[src/rtl/tick_counter_pkg.sv]
// Shared types and helpers for the prescaled up/down tick counter.
package tick_counter_pkg;

  typedef enum logic {
    DIR_DOWN = 1'b0,
    DIR_UP   = 1'b1
  } dir_e;

  typedef enum logic {
    MODE_WRAP = 1'b0,
    MODE_SAT  = 1'b1
  } mode_e;

  // Loads above the count range are clamped to the upper bound.
  function automatic logic [31:0] clamp_load(input logic [31:0] val,
                                             input logic [31:0] max_val);
    return (val > max_val) ? max_val : val;
  endfunction

endpackage

[src/rtl/tick_prescaler.sv]
// Enable-gated prescaler: fires a tick every div+1 enabled cycles.
module tick_prescaler #(
  parameter int PRESCALE_W = 4
) (
  input  logic                  clk,
  input  logic                  reset,
  input  logic                  en,
  input  logic                  clr,
  input  logic [PRESCALE_W-1:0] div,
  output logic                  tick
);

  logic [PRESCALE_W-1:0] presc;

  // If div drops below presc, presc free-runs to all-ones and wraps before matching.
  assign tick = en && (presc == div);

  always_ff @(posedge clk or posedge reset) begin
    if (reset) begin
      presc <= '0;
    end else if (clr || tick) begin
      presc <= '0;
    end else if (en) begin
      presc <= presc + PRESCALE_W'(1);
    end
  end

endmodule

[src/rtl/tick_counter.sv]
// Prescaled up/down event counter with wrap/saturate, compare match and overflow report.
// Optional count snapshot register enabled by defining TICK_COUNTER_SNAPSHOT_EN.
module tick_counter
  import tick_counter_pkg::*;
#(
  parameter int              WIDTH      = 8,
  parameter longint unsigned MAX_VAL    = (64'd1 << WIDTH) - 64'd1,
  parameter int              PRESCALE_W = 4
) (
  input  logic                  clk,
  input  logic                  reset,
  input  logic                  en,
  input  logic                  up,
  input  logic                  sat_mode,
  input  logic [PRESCALE_W-1:0] div,
  input  logic                  clear,
  input  logic                  load,
  input  logic [WIDTH-1:0]      load_val,
  input  logic                  ovf_clr,
  input  logic [WIDTH-1:0]      cmp_val,
`ifdef TICK_COUNTER_SNAPSHOT_EN
  input  logic                  snap,
  output logic [WIDTH-1:0]      snap_val,
`endif
  output logic [WIDTH-1:0]      count,
  output logic                  step,
  output logic                  tc,
  output logic                  ovf,
  output logic                  match
);

  if (WIDTH < 1 || WIDTH > 32) begin : g_width_chk
    $error("tick_counter: WIDTH must be in 1..32");
  end
  if (MAX_VAL > ((64'd1 << WIDTH) - 64'd1)) begin : g_max_chk
    $error("tick_counter: MAX_VAL must be below 2**WIDTH");
  end

  localparam logic [WIDTH-1:0] MAX_C  = WIDTH'(MAX_VAL);
  localparam logic [31:0]      MAX_32 = 32'(MAX_VAL);

  dir_e             dir;
  mode_e            mode;
  logic             tick;
  logic             tick_eff;
  logic             at_bound;
  logic             boundary;
  logic [WIDTH-1:0] count_nxt;

  assign dir  = dir_e'(up);
  assign mode = mode_e'(sat_mode);

  tick_prescaler #(
    .PRESCALE_W (PRESCALE_W)
  ) u_prescaler (
    .clk   (clk),
    .reset (reset),
    .en    (en),
    .clr   (clear | load),
    .div   (div),
    .tick  (tick)
  );

  assign tick_eff = tick & ~clear & ~load;
  assign at_bound = (dir == DIR_UP) ? (count == MAX_C) : (count == '0);
  assign boundary = tick_eff & at_bound;

  always_comb begin
    count_nxt = count;
    if (clear) begin
      count_nxt = '0;
    end else if (load) begin
      count_nxt = WIDTH'(clamp_load(32'(load_val), MAX_32));
    end else if (tick_eff) begin
      if (dir == DIR_UP) begin
        count_nxt = at_bound ? ((mode == MODE_SAT) ? MAX_C : '0) : count + WIDTH'(1);
      end else begin
        count_nxt = at_bound ? ((mode == MODE_SAT) ? '0 : MAX_C) : count - WIDTH'(1);
      end
    end
  end

  always_ff @(posedge clk or posedge reset) begin
    if (reset) begin
      count <= '0;
      step  <= 1'b0;
      tc    <= 1'b0;
    end else begin
      count <= count_nxt;
      step  <= tick_eff;
      tc    <= boundary;
    end
  end

  // A boundary hit in the same cycle as ovf_clr keeps the flag set.
  always_ff @(posedge clk or posedge reset) begin
    if (reset) begin
      ovf <= 1'b0;
    end else if (clear) begin
      ovf <= 1'b0;
    end else if (boundary) begin
      ovf <= 1'b1;
    end else if (ovf_clr) begin
      ovf <= 1'b0;
    end
  end

  assign match = (count == cmp_val);

`ifdef TICK_COUNTER_SNAPSHOT_EN
  always_ff @(posedge clk or posedge reset) begin
    if (reset) begin
      snap_val <= '0;
    end else if (snap) begin
      snap_val <= count_nxt;
    end
  end
`endif

endmodule

[config.mk]
export PLATFORM = sky130hd
export DESIGN_NAME = tick_counter
export DESIGN_NICKNAME = d
export VERILOG_FILES = /design/src/rtl/tick_counter_pkg.sv /design/src/rtl/tick_prescaler.sv /design/src/rtl/tick_counter.sv
export SDC_FILE = /design/constraint.sdc
export NUM_CORES = 1
export LEC_CHECK = 0
export CORE_MARGIN = 2
export CORE_UTILIZATION = 45
export DETAILED_ROUTE_END_ITERATION = 16
export PLACE_DENSITY_LB_ADDON = 0.1
export SETUP_SLACK_MARGIN = 0.05
export SYNTH_ARGS = -nofsm -noshare
export SYNTH_HDL_FRONTEND = slang
export SYNTH_SLANG_ARGS = --single-unit
[constraint.sdc]
create_clock -name clk -period 3.1 [get_ports clk]
set_input_delay 0.31 -clock clk [delete_from_list [all_inputs] [get_ports clk]]
set_output_delay 0.31 -clock clk [all_outputs]
set_load 0.03 [all_outputs]
==> results of run 1 <==
[critical path: cells and delay by family, from the launching register on]
kind                      cells  cell delay, ns
DFF                           1            0.66
buffers and inverters         1            0.67
xor gates and xnor gates      1            0.17
and+or+nand+nor               2            0.19
[state kept, by name (all words and copies together), names as in the netlist]
name	cells
u_prescaler.presc	4
ovf	1
tc	1
step	1
count	8
[kinds of logic (layout without fill, tap and decap cells)]
group	after synthesis	in the layout	synth area share, %
simple gates	60	60	27.30
fa+ha+maj	4	4	3.914
flops	15	15	29.35
buf+inv	14	48	6.164
compound gates	34	34	20.16
xor+xnor	18	18	12.33
mux	1	1	0.7828
[power groups by stage]
stage	clock network [mW]	registers, mW	logic (mW)
floorplan	0	0.231	0.0891
global placement	0	0.229	0.158
detailed placement	0	0.230	0.160
CTS	0.122	0.226	0.161
global route	0.133	0.229	0.174
finish	0.120	0.226	0.160
[layer usage]
metal / part of all wire (%) / vias up / track usage, % / wire length [um]
li1: - / 608 / - / -
met1: 41 / 601 / 27.86 / 1484
met2: 48 / 54 / 41.38 / 1704
met3: 7.4 / 15 / 4.762 / 263
met4: 3.5 / 0 / 8.970 / 124
met5: 0 / - / 0 / 0
[metrics by stage]
step	power, mW	utilization, %	hold slack (ns)	instance area [sq um]
after CTS	0.5088	61.28	0.4080	1675
after detailed placement	0.3899	60.27	0.4780	1648
after global placement	0.3870	60.27	0.4798	1648
after global routing	0.5357	61.28	0.4455	1675
after floorplan	0.3206	-	0.2115	1279
final	0.5062	61.28	0.3832	1675
[synthesized netlist by cell type]
cell type  number  area, sq um
o31ai_1         3        22.52
and3b_2         1        10.01
ha_1            4        50.05
o21ai_2         1        8.760
nor4b_1         2        17.52
a21boi_0        1        7.510
nand3b_1        1        7.510
mux2i_1         1        10.01
xor2_1          8        70.07
and3_1          3        18.77
o21bai_1        3        22.52
o21ai_0         3        15.01
o211ai_1        2        15.01
nor4_4          1        21.27
nor4_1          3        18.77
a311oi_2        1        15.01
a31oi_1         5        31.28
buf_4           2        15.01
a211oi_1        2        15.01
and2_1          2        12.51
o21ai_1         6        30.03
dfrtp_1        15        375.4
a22oi_1         1        7.510
and4_1          1        8.760
a2111oi_2       1        15.01
nand4_1         5        31.28
and3_2          1        7.510
nand4_2         1        12.51
nor3_1          5        25.02
buf_2           3        15.01
a311oi_1        1        8.760
inv_1           5        18.77
a21oi_4         1        16.27
nand2_1         9        33.78
buf_6           2        22.52
nand3_1         8        40.04
nor2b_1         1        6.260
and4_4          2        22.52
xnor2_1        10        87.58
nor2_1         13        48.80
a21bo_1         1        10.01
o31a_1          2        17.52
clkbuf_1        2        7.510
nand2b_1        1        6.260
[worst paths after layout]
path / cells past startpoint / to / slack (ns) / start
worst max-delay path: 4 / match / 0.81 / count[3]
worst min-delay path: 2 / count[7] / 0.38 / reset
worst max register to register: 7 / count[1] / 0.85 / count[0]
worst min register to register: 2 / ovf / 0.51 / ovf
max in group asynchronous: 2 / count[4] / 2.32 / reset
min in group clk: 2 / ovf / 0.51 / ovf
[layout make-up]
| class | instances | share of cell area (%) |
|---|---|---|
| multi-input combinational | 117 | 49.22 |
| sequential | 15 | 22.40 |
| clock inverter | 1 | 0.2987 |
| inverter | 5 | 1.120 |
| tap | 31 | 2.315 |
| clock buffer | 3 | 1.344 |
| timing repair buffer | 39 | 23.30 |
[cells in the final DEF, fill, tap and decap left out, types with 2 or more instances in the layout]
master            n
nor4_1            3
o21ai_1           6
xor2_1            8
xnor2_1          10
o21bai_1          3
o21ai_0           3
and2_1            2
o211ai_1          2
nor4b_1           2
o31a_1            2
ha_1              4
a211oi_1          2
nand3_1           8
and4_4            2
o31ai_1           3
a31oi_1           5
clkdlybuf4s50_1  39
inv_1             5
nand2_1           9
nor3_1            5
dfrtp_1          15
nor2_1           13
and3_1            3
clkbuf_4          3
nand4_1           5
==> results_dict.tcl, run 1 <==
set metrics [dict create \
    combPwrFrac_pct 31.5 \
    drive_gt1_share_pct 7.778 \
    cp.arrival_ns 1.98 \
    cts_sinks 15 \
    antenna_cells 0 \
    yosys_warnings 0 \
    cp_max_fo 11 \
    maxCapViolCount 0 \
    p_int_mw 0.3332 \
    core-area_sq_um 2734 \
    cts.clk_slew.worst_paths_ns 0.10 \
    wire_per_inst_um 16.95 \
    cts_hold_buf 0 \
    die_x_um 57.31 \
    fillers 251 \
    cts_resized 0 \
    synth-seq-area-share_pct 29.35 \
    via_per_inst 6.057 \
    critPathKind "reg -> out" \
    netlist_area_sq_um 1279 \
    swShare_pct 34.17 \
    final_cells 211 \
    worst_slack_ns 0.8102 \
    cts_root_buffer "clkbuf_4" \
    fin_nets 213 \
    vias 1278 \
    start_util_pct 46.77 \
    fmax_mhz 436.7 \
    post_cts_buffers 0 \
    synth_nets 178 \
    p_clk_share_pct 23.8 \
    hp-class "in -> async" \
    place_ws_ns 0.6324 \
    io_pins 40 \
    power_density_nw_per_um2 302.1 \
    die_y_um 57.31 \
    required_ns 2.79 \
    cts_max_path_buffers 2 \
    yosysUniqueCellTypes 44 \
    outcome "completed" \
    grt_max_degree 16 \
    timing.final.crit_share_pct 73.86 \
    synthCells 146 \
    p_leak_nw 0.6682 \
    fin_setup_tns_ns 0 \
    ys_seq_elements 15 \
    ir_drop_mv 0.2923 \
    multi_input_comb_area_sq_um 824.5 \
    seq_area_sq_um 375.4 \
    avgSynthCellArea_sq_um 8.758 \
    grt_pass1_wl_um 5934 \
    hold_viol 0 \
    gp_congestion 0.9140 \
    crit_slowest_cell "clkdlybuf4s50_1" \
    port-buffer-count 39 \
    first_pass_iters 4 \
    p_seq_share_pct 44.7 \
    grt_use_total_pct 23.42 \
    cts_tree "built" \
    cpPeakStageDelay_ns 0.67 \
    fp-row-count 19 \
    antenna_found_initial 0 \
    end_kind "output pin" \
    fin_worst_skew_ns 0.001030 \
    relSlewSlack_pct 58.31 \
    htree_levels 1 \
    grt_pass1_vias 1323 \
    worst_pin_slew_ns 0.6247 \
    setup_viol 0 \
    rsz0062_at_grt "false" \
    grt_overflow_total 0 \
    wirelength_um 3577 \
    dpl.hpwl_um 2651 \
    drtIter0Drc 50 \
    path_cells "xnor2_1 > nand4_1 > nor2_1 > clkdlybuf4s50_1" \
    syn_to_final_growth_pct 31.02 \
    drv_slew 0 \
    cts_buffers 3 \
    period_minus_slack_ns 2.290 \
    drc 0 \
    insertion_delay_ns 0.29 \
    dp_cells 207 \
    netSwitchingPower_mw 0.1730 \
    final_antenna_net_count 0 \
    crit_path_start_kind "register" \
    dieArea_sq_um 3284 \
]
Power figures use the tool's default switching activity.
==> run 2, diff against run 1 <==
--- a/config.mk
+++ b/config.mk
@@ -6,7 +6,7 @@
 export NUM_CORES = 1
 export LEC_CHECK = 0
 export CORE_MARGIN = 2
-export CORE_UTILIZATION = 45
+export CORE_UTILIZATION = 42
 export DETAILED_ROUTE_END_ITERATION = 16
 export PLACE_DENSITY_LB_ADDON = 0.1
 export SETUP_SLACK_MARGIN = 0.05
==> constraint.sdc (replaced) <==
create_clock -name clk -period 2.1 [get_ports clk]
set_input_delay 0.21 -clock clk [delete_from_list [all_inputs] [get_ports clk]]
set_output_delay 0.21 -clock clk [all_outputs]
set_load 0.03 [all_outputs]
==> run 2 against run 1 <==
Die area rose by 6.6%. Via count rose by 2.6%. Sequential power rose by 44%. Final area rose by 6.6%. First-iteration DRC count fell by 2.0%. Largest power group unchanged. Global-route usage fell by 0.60 points. Power rose by 53%. Clock-buffer cell count rose by 1. Final cell count rose by 6.6%. Critical path depth fell by 2. Clock skew rose by 0.00063 ns. Non-clock buffer count rose by 12.
==> results_dict.tcl, run 2 (synthesis results as in run 1) <==
set metrics [dict create \
    fmax_mhz 510.3 \
    largest_reg_flops 8 \
    cts_sinks 15 \
    r2r-end "count[2]" \
    p_leak_nw 0.7350 \
    fin_worst_skew_ns 0.001663 \
    ir_drop_mv 0.2907 \
    wirelength_um 3659 \
    core-area_sq_um 2978 \
    layout_commonest_cell "clkdlybuf4s50_1" \
    drv_slew 0 \
    hold_viol 0 \
    reg2reg_depth 6 \
    fillers 262 \
    start_util_pct 42.94 \
    combPwrFrac_pct 34.9 \
    critPathKind "reg -> out" \
    place_ws_ns 0.03859 \
    cts.clk_slew.worst_paths_ns 0.10 \
    die_y_um 59.18 \
    grt_overflow_total 0 \
    end_kind "output pin" \
    timing.final.crit_share_pct 93.32 \
    antenna_cells 0 \
    rrSetupSlack_ns 0.21 \
    layout_common_cells "clkdlybuf4s50_1 (38), dfrtp_1 (14), nor2_1 (13), buf_4 (12), xnor2_1 (10)" \
    drc 0 \
    cp.arrival_ns 1.75 \
    worst_slack_ns 0.1403 \
    r2r-start "count[1]" \
    port-buffer-count 39 \
    cp_max_fo 9 \
    hp-class "in -> async" \
    htree_levels 1 \
    die_x_um 59.18 \
    p_int_mw 0.5168 \
    dieArea_sq_um 3502 \
    drtIter0Drc 49 \
    cts_tree "built" \
    power_density_nw_per_um2 434.1 \
    setup_viol 0 \
    dpl.hpwl_um 2785 \
    rsz0062_at_grt "false" \
    cts_max_path_buffers 2 \
    cts_buffers 3 \
    fin_nets 225 \
    p_clk_share_pct 23.1 \
    p_seq_share_pct 42.0 \
    io_pins 40 \
    final_antenna_net_count 0 \
    top_register "count" \
    outcome "completed" \
    maxCapViolCount 0 \
    fin_setup_tns_ns 0 \
    period_minus_slack_ns 1.960 \
    grt_use_total_pct 22.81 \
    cts_hold_buf 0 \
    drive_gt1_share_pct 16.15 \
    vias 1311 \
    crit_path_start_kind "register" \
    worst_pin_slew_ns 0.6188 \
    swShare_pct 33.33 \
    antenna_found_initial 0 \
    first_pass_iters 4 \
    grt_pass1_vias 1258 \
    relSlewSlack_pct 58.70 \
    grt_max_degree 16 \
    netSwitchingPower_mw 0.2583 \
    gp_congestion 0.8711 \
    required_ns 1.89 \
    reg_top3 "count x8, u_prescaler.presc x4" \
    p_total_mw 0.7751 \
    insertion_delay_ns 0.29 \
    fp-row-count 20 \
    syn_to_final_growth_pct 39.63 \
    wire_per_inst_um 16.26 \
    via_per_inst 5.827 \
    grt_pass1_wl_um 5996 \
    cts_root_buffer "clkbuf_4" \
]
## run 2: changes by cell type in the layout (fill, tap and decap cells not counted), sizes merged
cell / before / now
buf: 0 / 12
dlygate4sd2: 0 / 1
clkbuf: 3 / 4
clkinv: 1 / 0
clkdlybuf4s50: 39 / 38
## run 2: per-layer routing
layer	vias up	part of all wire [%]	global-route usage (%)
met5	-	0	0
met4	0	1.3	9.091
met3	6	6.8	3.057
met2	57	52	39.37
met1	619	40	28.63
li1	629	-	-
## run 2: cell type report
| cell class | count | area [sq um] | share of cell area [%] |
|---|---|---|---|
| multi-input cells | 117 | 843.3 | 47.23 |
| repair buffers | 51 | 479.2 | 26.84 |
| flip-flops and latches | 15 | 376.6 | 21.09 |
| well taps | 33 | 41.29 | 2.313 |
| clock buffers | 4 | 26.28 | 1.472 |
| inverters | 5 | 18.77 | 1.051 |
## run 2: critical path, cell delays in order (launching register included)
cell	delay [ns]
dfrtp_1	0.60
buf_4	0.20
clkdlybuf4s50_1	0.66
## run 2: power groups by stage
stage	Sequential, mW	Clock, mW	Combinational (mW)
after detailed placement	0.331	0	0.264
after global routing	0.328	0.193	0.294
final	0.326	0.179	0.270
after floorplan	0.342	0	0.132
after CTS	0.325	0.179	0.265
after global placement	0.330	0	0.261
## run 2: timing repair
item / in CTS / in global routing
cloned: 0 / 0
buffers inserted: 0 / 1
pin swaps: 0 / 2
endpoints found under the setup margin: 1 / 8
resized for setup: 1 / 7
## run 2: per-stage QoR
step / hold slack [ns] / instances / util [%] / instance area [sq um]
floorplan: 0.1114 / 146 / - / 1280
global placement: 0.4702 / 220 / 58.24 / 1734
detailed placement: 0.4833 / 220 / 58.24 / 1734
CTS: 0.3254 / 224 / 59.08 / 1759
global route: 0.3561 / 225 / 59.96 / 1785
finish: 0.2933 / 225 / 59.96 / 1785
## run 2: how the worst max path moves through the flow
stage | from | cells after the start | slack [ns] | to
2_1_floorplan | count[1] | 8 | 0.09 | count[2]
3_3_place_gp | up | 7 | 0.09 | count[2]
3_5_place_dp | up | 7 | 0.04 | count[7]
4_1_cts | count[1] | 8 | 0.06 | count[7]
5_1_grt | count[1] | 7 | 0.08 | count[2]
6_report | count[3] | 2 | 0.14 | count[3]
